### src/rtl/addsub_pkg.sv
// addsub_pkg: FSM state type and slice-count helper shared by addsub_slice_ctrl
package addsub_pkg;
  typedef enum logic [1:0] {IDLE, RUN, DONE} state_t;
  function automatic int num_slices(input int op_width, input int slice_width);
    return op_width / slice_width;
  endfunction
endpackage

### src/rtl/full_adder_array.sv
// full_adder_array: ADDER_WIDTH-bit ripple chain of full adders
module full_adder_array #(
  parameter int ADDER_WIDTH = 8
) (
  input  logic [ADDER_WIDTH-1:0] a_in,
  input  logic [ADDER_WIDTH-1:0] b_in,
  input  logic                   c_in,
  output logic [ADDER_WIDTH-1:0] s_out,
  output logic                   c_out
);
  logic [ADDER_WIDTH:0] c;
  assign c[0] = c_in;
  for (genvar i = 0; i < ADDER_WIDTH; i++) begin : g_fa
    assign s_out[i] = a_in[i] ^ b_in[i] ^ c[i];
    assign c[i+1]   = (a_in[i] & b_in[i]) | (c[i] & (a_in[i] ^ b_in[i]));
  end
  assign c_out = c[ADDER_WIDTH];
endmodule

### src/rtl/addsub_slice_ctrl.sv
// addsub_slice_ctrl: multi-cycle add/subtract, one SLICE_WIDTH slice per cycle, LS slice first.
// Defining ADDSUB_OVF_EN adds the signed-overflow output ovf_out.
module addsub_slice_ctrl
  import addsub_pkg::*;
#(
  parameter int OP_WIDTH    = 32,
  parameter int SLICE_WIDTH = 8
) (
  input  logic                clk,
  input  logic                rst_n,
  input  logic                req_valid_in,
  output logic                req_ready_out,
  input  logic [OP_WIDTH-1:0] a_in,
  input  logic [OP_WIDTH-1:0] b_in,
  input  logic                sub_in,
  output logic                rsp_valid_out,
  input  logic                rsp_ready_in,
  output logic [OP_WIDTH-1:0] sum_out,
`ifdef ADDSUB_OVF_EN
  output logic                ovf_out,
`endif
  output logic                cout_out
);
  localparam int N = num_slices(OP_WIDTH, SLICE_WIDTH);
  localparam int CW = N > 1 ? $clog2(N) : 1;
  localparam logic [CW-1:0] LAST = CW'(N - 1);
  if (OP_WIDTH % SLICE_WIDTH != 0) begin : g_width_check
    $error("OP_WIDTH must be an integer multiple of SLICE_WIDTH");
  end
  state_t state_q, state_d;
  logic [CW-1:0] cnt_q, cnt_d;
  logic carry_q, carry_d, sub_q, sub_d;
  logic [OP_WIDTH-1:0] a_q, a_d, b_q, b_d, sum_q, sum_d;
  logic [SLICE_WIDTH-1:0] a_sl, b_sl, s_sl;
  logic c_sl, accept, run, last;
  assign accept = req_valid_in && req_ready_out;
  assign run    = state_q == RUN;
  assign last   = run && cnt_q == LAST;
  // subtract is A + ~B + 1: the +1 comes from the carry register preloaded with sub_in
  assign a_sl = a_q[cnt_q*SLICE_WIDTH +: SLICE_WIDTH];
  assign b_sl = b_q[cnt_q*SLICE_WIDTH +: SLICE_WIDTH] ^ {SLICE_WIDTH{sub_q}};
  full_adder_array #(.ADDER_WIDTH(SLICE_WIDTH)) u_fa (
    .a_in  (a_sl),
    .b_in  (b_sl),
    .c_in  (carry_q),
    .s_out (s_sl),
    .c_out (c_sl)
  );
  always_ff @(posedge clk or negedge rst_n)
    if (!rst_n) state_q <= IDLE;
    else        state_q <= state_d;
  always_comb begin
    state_d = state_q;
    case (state_q)
      IDLE:    state_d = req_valid_in ? RUN : IDLE;
      RUN:     state_d = last ? DONE : RUN;
      DONE:    state_d = rsp_ready_in ? IDLE : DONE;
      default: state_d = IDLE;
    endcase
  end
  always_comb begin
    req_ready_out = state_q == IDLE;
    rsp_valid_out = state_q == DONE;
  end
  always_comb begin
    a_d     = accept ? a_in : a_q;
    b_d     = accept ? b_in : b_q;
    sub_d   = accept ? sub_in : sub_q;
    cnt_d   = accept ? '0 : run ? (last ? '0 : cnt_q + 1'b1) : cnt_q;
    carry_d = accept ? sub_in : run ? c_sl : carry_q;
    sum_d   = accept ? '0 : sum_q;
    if (run) sum_d[cnt_q*SLICE_WIDTH +: SLICE_WIDTH] = s_sl;
  end
  always_ff @(posedge clk or negedge rst_n)
    if (!rst_n) begin
      a_q     <= '0;
      b_q     <= '0;
      sub_q   <= 1'b0;
      cnt_q   <= '0;
      carry_q <= 1'b0;
      sum_q   <= '0;
    end else begin
      a_q     <= a_d;
      b_q     <= b_d;
      sub_q   <= sub_d;
      cnt_q   <= cnt_d;
      carry_q <= carry_d;
      sum_q   <= sum_d;
    end
  assign sum_out  = sum_q;
  assign cout_out = carry_q;
`ifdef ADDSUB_OVF_EN
  logic ovf_q, ovf_d;
  // carry into the MSB is recovered from the MSB sum bit of the last slice
  assign ovf_d = last ? (a_sl[SLICE_WIDTH-1] ^ b_sl[SLICE_WIDTH-1] ^ s_sl[SLICE_WIDTH-1]) ^ c_sl
                      : ovf_q;
  always_ff @(posedge clk or negedge rst_n)
    if (!rst_n) ovf_q <= 1'b0;
    else        ovf_q <= ovf_d;
  assign ovf_out = ovf_q;
`endif
endmodule

### config.mk
export PLATFORM = sky130hd
export DESIGN_NAME = addsub_slice_ctrl
export DESIGN_NICKNAME = d
export VERILOG_FILES = /design/src/rtl/addsub_pkg.sv /design/src/rtl/full_adder_array.sv /design/src/rtl/addsub_slice_ctrl.sv
export SDC_FILE = /design/constraint.sdc
export NUM_CORES = 1
export LEC_CHECK = 0
export ABC_CLOCK_PERIOD_IN_PS = 5000
export CORE_MARGIN = 8
export CORE_UTILIZATION = 50
export DETAILED_ROUTE_END_ITERATION = 6
export HOLD_SLACK_MARGIN = 0.06
export PLACE_DENSITY = 0.89
export SYNTH_ARGS = -nofsm -noshare
export SYNTH_HDL_FRONTEND = slang
export SYNTH_SLANG_ARGS = --single-unit
### constraint.sdc
create_clock -name clk -period 5 [get_ports clk]
set_clock_uncertainty 0.05 [all_clocks]
set_input_delay 1 -clock clk [delete_from_list [all_inputs] [get_ports clk]]
set_output_delay 1 -clock clk [all_outputs]
set_load 0.005 [all_outputs]
# After elaboration in Yosys (flattened, before gate mapping)
# Cells that the tools add are included.
# word_totals
regBits,102
in_bits,69
word_cells,73
# op_classes
add_sub_neg,2
eq_ne,3
shifts,4
muxes,12
n_bitwise,41
n_reduce_logical,4
# ops
cell,count
32-bit two-way mux,2
32-bit by 6-bit variable part select with 8-bit output,2
5-bit negation with 34-bit output,1
8-bit by 34-bit variable shift with 32-bit output (first input constant),1
8-bit by 34-bit variable part select with 32-bit output,1
32-bit bitwise mux,1
1-bit bitwise AND,16
1-bit XOR,16
2-bit two-way mux,5
1-bit bitwise OR,8
8-bit XOR,1
2-bit case mux with 3 select lines,1
2-bit equality test (second input constant),2
1-bit two-way mux,3
2-bit by 1-bit adder with 2-bit output (second input constant),1
2-bit by 1-bit equality test with 1-bit output (second input constant),1
1-bit logical AND,2
2-bit zero test,1
2-bit nonzero test,1

# Longest topological paths before layout
# Gate-level depths: netlist of run 1.
# logic_depth
ltp_word,21
depth_mapped,15

# Modules after synthesis
# From an unflattened synthesis of run 1, not the netlist that was laid out.
# hier_totals
hier_cells,298
area_unflattened_um2,4673.2
# by_module_without_submodules
module,n_inst,cells_per_inst,area_each_um2,seq_area_each_um2
addsub_slice_ctrl,1,280,4475.5,2552.4
full_adder_array,1,18,197.7,0.0

# Worst setup path after synthesis of run 1
# No wires, ideal clock.
# synth_path
kind,flip-flop to flip-flop
from,register cnt_q[0]
to,register sum_q[15] (netlist: sum_out[15])
arrival_time_ns,4.176
setup_slack_ns,0.696
path_stages_with_launch,14
n_path_buf,2
period_less_slack_ns,4.304
path_cell_list,dfrtp_1 -> buf_6 -> buf_2 -> mux4_2 -> fa_1 -> fa_1 -> fa_1 -> fa_1 -> fa_1 -> inv_1 -> fa_1 -> fa_1 -> fa_1 -> o2bb2ai_1
# synth_between
elab_chain_len,21
elab_cells_between_ends,45
classes_between,1 x add/sub; 4 x shift; 2 x mux; 38 x bitwise
# synth_lines
item,line_no,text
"start, declared",addsub_slice_ctrl.sv:31,"logic [CW-1:0] cnt_q, cnt_d;"
"start signal, assigned",addsub_slice_ctrl.sv:86,cnt_q <= cnt_d;
32-bit by 6-bit variable part select with 8-bit output,addsub_slice_ctrl.sv:41,assign b_sl = b_q[cnt_q*SLICE_WIDTH +: SLICE_WIDTH] ^ {SLICE_WIDTH{sub_q}};
8-bit XOR,addsub_slice_ctrl.sv:41,
1-bit XOR,"full_adder_array.sv:14, full_adder_array.sv:15",
1-bit bitwise AND,full_adder_array.sv:15,assign c[i+1] = (a_in[i] & b_in[i]) | (c[i] & (a_in[i] ^ b_in[i]));
1-bit bitwise OR,full_adder_array.sv:15,
1-bit bitwise AND,full_adder_array.sv:15,
1-bit bitwise OR,full_adder_array.sv:15,
1-bit bitwise AND,full_adder_array.sv:15,
[... 6 more ...],n/a,
1-bit bitwise OR,full_adder_array.sv:15,
1-bit bitwise AND,full_adder_array.sv:15,
1-bit bitwise OR,full_adder_array.sv:15,
1-bit XOR,full_adder_array.sv:14,assign s_out[i] = a_in[i] ^ b_in[i] ^ c[i];
8-bit by 34-bit variable part select with 32-bit output,addsub_slice_ctrl.sv:72,if (run) sum_d[cnt_q*SLICE_WIDTH +: SLICE_WIDTH] = s_sl;
32-bit bitwise mux (*),addsub_slice_ctrl.sv:72,
32-bit two-way mux (*),addsub_slice_ctrl.sv:72,
named net sum_d[15],addsub_slice_ctrl.sv:33,"logic [OP_WIDTH-1:0] a_q, a_d, b_q, b_d, sum_q, sum_d;"
"end signal, assigned",addsub_slice_ctrl.sv:88,sum_q <= sum_d;
"end, declared",addsub_slice_ctrl.sv:33,
# The timed path passes the listed nets; every way through them passes the cells marked *.
# A chain may end at the register's enable or synchronous reset.

# Worst setup path in the final report of run 1
# Ends and elaborated chain as after synthesis.

==> qor.txt, run 1 <==
non-filler cells, final: 517
worst slew pin tran: 810.6 ps
EDFF count, synth: 0
DR pass1 iterations: 4
hold_ws: 455.2 ps
# fillers: 652
Die Span Y: 112.4 um
CTS Root Cell: clkbuf_8
Final Instance Area: 6015 um^2
Setup Buffers After CTS: 0
CTS Hold Bufs: 0
Power Total: 4.536 mW
Hold Path Class: reg -> reg
Final Hold Fails: 0
GPL Wtd Cong: 0.8372
# clock sinks: 102
Placed Area: 5723 um^2
initial antenna violation count: 0
placed cells: 501
Via Count: 2978
setup total negative slack: 0 ps
register area share after synthesis: 0.5494
Routed WL per cell: 21.17 um
IO Count: 104
WP data arrival: 4640 ps
post-synth top area share: 0.5494
Leak: 2.517 nW
global-route wire length before repair: 17670 um
Tcrit/Tclk final: 0.8819
top cells by area, synth: dfrtp_1, mux2_2, mux4_2
largest net degree at the start of global routing: 66
CTS buffer count: 9
initial DRC count: 175
diode count: 0
share of post-route cells with drive strength above 1: 0.2709
worst relative slew slack: 0.4596
Critical Path RT: 5230 ps
Post-Syn Nets: 380
largest area contributor in the netlist: dfrtp_1
area growth from synthesis to layout: 29.46%
IO buf count: 103
Worst Path Max Fanout: 11
kind of critical path: reg -> reg
PostCTS Resize Cnt: 0
area of the multi-input gates: 1932 um^2
mapped cell area: 4646 um^2
final net count: 483
core footprint: 9109 um^2
synthesized flop and latch total: 102
DIE AREA: 12630 um^2
Die W: 112.4 um
Top FF cell, synth: dfrtp_1
DRT Wirelength: 10950 um
pwr dens: 754.1 nW/um^2
Cell Rows: 35
GRT Resource Usage Total: 0.1778
antenna-violating nets left: 0
clock-pin slew on the worst setup and hold paths: 100 ps
Final min period: 4409 ps
Syn Area/Cell: 15.59 um^2
CP Capture Type: register
critical path startpoint category: register
Synth Instances: 298
later-pin clock latency in the skew report: 360 ps
CTS tree: built
vias in the first global route: 3380
deepest clock path buffer count: 2
H-Tree Depth: 3
fin. max-slew vios: 0
status: complete, no violations
RSZ-0062 raised after global routing: false
MaxCap Viol Count: 0
Yosys Warn Count: 0
Distinct cells, synth: 36
DP Wirelength: 8269 um
Max Freq: 226.8 MHz
Starting Density: 0.5100
GR Overflow Total: 0
sequential cell area: 2552 um^2
asr flop ratio synth: 1.000
Vias/cell: 5.760
final setup vio count: 0
# DRC: 0
peak supply drop: 417.0 uV
[worst max-delay path, stage by stage, from the launching register on]
cell	delay, ps
dfrtp_1	400
buf_4	230
mux4_2	540
fa_1	430
fa_1	390
fa_1	380
fa_1	410
fa_1	370
inv_1	80
fa_1	180
fa_1	180
fa_1	480
o2bb2ai_1	200
[path summary, 6_finish.rpt]
check,from,to,slack [ps],cells past startpoint
min in group asynchronous,rst_n,sum_out[17],590,1
max in group asynchronous,rst_n,b_q[15],3210,2
worst max-delay path,cnt_q[0],sum_out[15],590,12
worst min register to register,sum_out[13],sum_out[13],460,1
worst max register to register,cnt_q[0],sum_out[15],590,12
worst min-delay path,sum_out[13],sum_out[13],460,1
[where the power goes]
group	total [mW]	switching (mW)	leakage [nW]	internal, mW
Sequential	1.46	0.260	1.27	1.20
Combinational	2.35	1.16	1.10	1.19
Clock	0.726	0.289	0.144	0.437
[synthesized netlist by cell type, types with 3 or more instances]
cell	n
ha_1	5
xnor2_1	3
buf_6	6
fa_1	8
xor2_1	5
o2bb2ai_1	13
buf_2	7
dfrtp_1	102
nand2_1	9
a21o_1	4
mux2_2	65
mux4_2	16
inv_1	9
a22o_1	20
[layer usage]
layer	wire length, um	vias to the layer above	track usage	share of wire
met2	5622	128	0.3003	0.51
met4	238	0	0.07014	0.022
li1	-	1297	-	-
met1	4369	1527	0.2132	0.40
met3	716	26	0.04616	0.065
met5	0	-	0	0
[layout make-up]
cell class / count / share of cell area
sequential: 102 / 0.4244
inverter: 9 / 0.005617
timing repair buffer: 108 / 0.1772
multi-input combinational: 171 / 0.3212
tap: 111 / 0.02309
clock inverter: 7 / 0.02788
clock buffer: 9 / 0.02059
[logic make-up (layout without fill, tap and decap cells)]
group	count (synthesis)	count (layout)	synth area share
buf+inv	25	133	0.03609
compound gates	44	44	0.07838
xor+xnor	8	8	0.01508
fa+ha+maj	13	13	0.04794
mux	81	81	0.2351
simple gates	25	25	0.03797
flops	102	102	0.5494
[registers in the layout (all words and copies together) (netlist names)]
register / cells
a_q: 32
b_q: 32
sum_out: 32
cnt_q: 2
state_q: 2
cout_out: 1
sub_q: 1
[metrics by stage]
stage	setup slack [ps]	util
detailed placement	606.7	0.6283
global route	415.4	0.6603
finish	590.5	0.6603
CTS	561.7	0.6603
floorplan	696.2	-
global placement	763.2	0.6283
[layout by cell type (no fill, tap or decap), drive strengths merged, types with 3 or more instances in the layout]
master,instances
buf,6
a22o,20
o2bb2ai,13
bufinv,5
mux2,65
clkdlybuf4s50,102
xor2,5
a21o,4
ha,5
xnor2,3
dfrtp,102
fa,8
clkbuf,9
inv,11
mux4,16
nand2,9
Note: power is estimated with default switching activity, not from simulation.
==> run 2: changes to the inputs <==
Settings changed: SLEW_MARGIN from default to 0.
==> results of run 2 <==
Final layout, timing and power as in run 1 (identical DEF).
==> patch: new RTL, config.mk and constraints of run 2 <==
`OP_WIDTH`: 32 -> 64.
--- a/src/rtl/addsub_slice_ctrl.sv
+++ b/src/rtl/addsub_slice_ctrl.sv
@@ -3,7 +3,7 @@
 module addsub_slice_ctrl
   import addsub_pkg::*;
 #(
-  parameter int OP_WIDTH    = 32,
+  parameter int OP_WIDTH    = 64,
   parameter int SLICE_WIDTH = 8
 ) (
   input  logic                clk,
Interface: changed (resized a_in, b_in and sum_out); port bits go from 104 to 200. The function was not compared with the original's and may differ.
==> patch against run 2 <==
Sequential power up 94%. Sequential cell count grew 97. Synthesized area increased by 93%. Power is 98% higher. Design area grew 97%. Setup slack worse by 0.40 ns. Routed wire length rose by 110%. Via count is 110% higher.
==> patch: results (changes against run 2) <==
The flow ran to the end, and the final reports show no timing, DRC or antenna violations. The tools report the master cell of the clock root buffer as sky130_fd_sc_hd__clkbuf_16. The slew at the pin closest to its max-slew limit was 0.993 ns (+0.182 ns); the clock transition at the registers of the reported paths was 0.07 ns (-0.03 ns).

The global router's overall resource usage was 20.9% (+3.2 points). The run gives 120 (+82%) as the maximum number of pins on one net before global-route repair. The logs give 1017 (+110%) for the number of nets at the end of the flow and 55.5% (+0.58 points) for the sequential cell area fraction in the yosys report. First-pass GRT wire length: 35.9 mm (+100%). The logs give 5.09 ns (+0.45 ns) for the data arrival time of the worst path and 17 (+8) for the CTS buffer count.

The run gives 5 (+1) as the length of the first detailed-routing pass in iterations. The fraction of registers with async set/reset is 100% (unchanged). The initial antenna violation count is 1 (+1).

The tools report the via count of the first global-routing pass as 6592 (+95%). The endpoint of the most critical setup path is sum_out[63]$_DFF_PN0_. The fraction of final layout cells sized beyond drive strength 1 came out at 24.5% (-2.6 points). The worst min-delay path startpoint is b_q[50]$_DFFE_PN0P_. The number of design-rule violations left by the first detailed-router iteration is 549 (+210%).

The vias after detailed routing is 6180 (+110%). The tools report the endpoint of the worst hold path as b_q[50]$_DFFE_PN0P_. The setup slack of the worst register-to-register path was 0.19 ns (-0.40 ns). The number of stages on the worst hold path was 1 (unchanged). The top achievable clock speed was 208 MHz (-8.4%); the number of fillers in the final layout was 1280 (+96%).

The run gives 37 (+2.8%) as the count of unique library cells instantiated by Yosys. The tools report the pre-CTS setup slack as 0.277 ns (-0.330 ns). Yosys attributes the largest share of cell area to sky130_fd_sc_hd__dfrtp_1, sky130_fd_sc_hd__mux2_2, sky130_fd_sc_hd__mux4_2. For the static leakage, the log shows 4.98 nW (+98%). By count the netlist is led by sky130_fd_sc_hd__dfrtp_1, sky130_fd_sc_hd__mux2_2, sky130_fd_sc_hd__nand3_1.

Critical setup path kind: reg -> reg. The clock latency on the worst-skew pair came out at 0.43 ns (+0.07 ns). The hold slack is 0.452 ns (-0.00319 ns), and the largest buffer count on any clock path is 2 (unchanged). H-tree depth reported by CTS: 4 (+1). The number of cells on the worst reg-to-reg path is 15 (+3), and the weighted congestion reported at the end of routability-driven placement is 0.814 (-2.8%). The largest fanout on the critical path was 12 (+1); the net count after synthesis was 829 (+120%). The run gives 23.2 mm (+110%) as the aggregate routed wire length. Worst supply voltage drop on vdd: 0.000620 V (+49%). The number of warnings reported in the yosys synthesis log is 0 (unchanged), and the detailed placement HPWL is 17.0 mm (+110%).

The count of port buffers added during placement came out at 199 (+93%).
-- patch: cell type report --
type	count	area, sq um	share of cell area (%)
Multi-Input combinational cell	425	3750	31.6
Timing Repair Buffer	215	2150	18.2
Sequential cell	199	4980	42.0
Antenna cell	1	2.50	0.0211
Inverter	11	41.3	0.348
Clock buffer	19	453	3.82
Tap cell	229	287	2.42
Clock inverter	13	194	1.64
-- patch: logic make-up after synthesis --
kind of cell | after synthesis | synth area share (%)
DFF | 199 | 55.5
muxes | 186 | 25.4
and+or+nand+nor | 137 | 7.65
AOI/OAI and AO/OA | 79 | 5.06
buffers and inverters | 57 | 2.86
adders and majority gates | 15 | 2.76
xor gates and xnor gates | 8 | 0.781
-- patch: metal layers --
| layer | vias up | share of wire, % | global-route usage (%) |
|---|---|---|---|
| met1 | 3143 | 40 | 26.0 |
| met5 | - | 0 | 0 |
| met2 | 200 | 51 | 34.9 |
| li1 | 2814 | - | - |
| met4 | 0 | 1.9 | 7.00 |
| met3 | 23 | 7.3 | 5.65 |
-- patch: repair_timing --
| item | 4_1_cts | 5_1_grt |
|---|---|---|
| hold buffers | 0 | 0 |
| buffers inserted | 0 | 4 |
| resized for setup | 0 | 3 |
| endpoints found under the setup margin | 0 | 6 |
-- patch: report_power, final --
| group | switching (W) | leakage, nW | internal, W |
|---|---|---|---|
| logic | 0.00239 | 2.20 | 0.00227 |
| clock network | 0.000622 | 0.314 | 0.000871 |
| registers | 0.000460 | 2.47 | 0.00237 |
-- patch: metrics by stage --
| stage | total power, W | area (sq um) | setup TNS [ns] | instances | utilization, % |
|---|---|---|---|---|---|
| floorplan | 0.00560 | 8970 | 0 | 681 | - |
| global placement | 0.00728 | 11200 | 0 | 1075 | 62.8 |
| detailed placement | 0.00743 | 11200 | 0 | 1075 | 62.8 |
| CTS | 0.00895 | 11800 | 0 | 1107 | 66.5 |
| global route | 0.00951 | 11900 | -0.0642 | 1112 | 66.7 |
| finish | 0.00898 | 11900 | 0 | 1112 | 66.7 |
-- patch: critical path: stages (launching register included) --
cell and delay (ns):
sky130_fd_sc_hd__dfrtp_2 0.49, sky130_fd_sc_hd__buf_4 0.17, sky130_fd_sc_hd__buf_4 0.20, sky130_fd_sc_hd__mux2i_1 0.13, sky130_fd_sc_hd__mux4_2 0.50, sky130_fd_sc_hd__xnor2_1 0.16
sky130_fd_sc_hd__fa_1 0.43, sky130_fd_sc_hd__fa_1 0.40, sky130_fd_sc_hd__fa_1 0.39, sky130_fd_sc_hd__fa_1 0.37, sky130_fd_sc_hd__inv_1 0.08, sky130_fd_sc_hd__fa_1 0.20
sky130_fd_sc_hd__fa_1 0.19, sky130_fd_sc_hd__fa_1 0.51, sky130_fd_sc_hd__nand2b_1 0.21, sky130_fd_sc_hd__o21ai_0 0.23
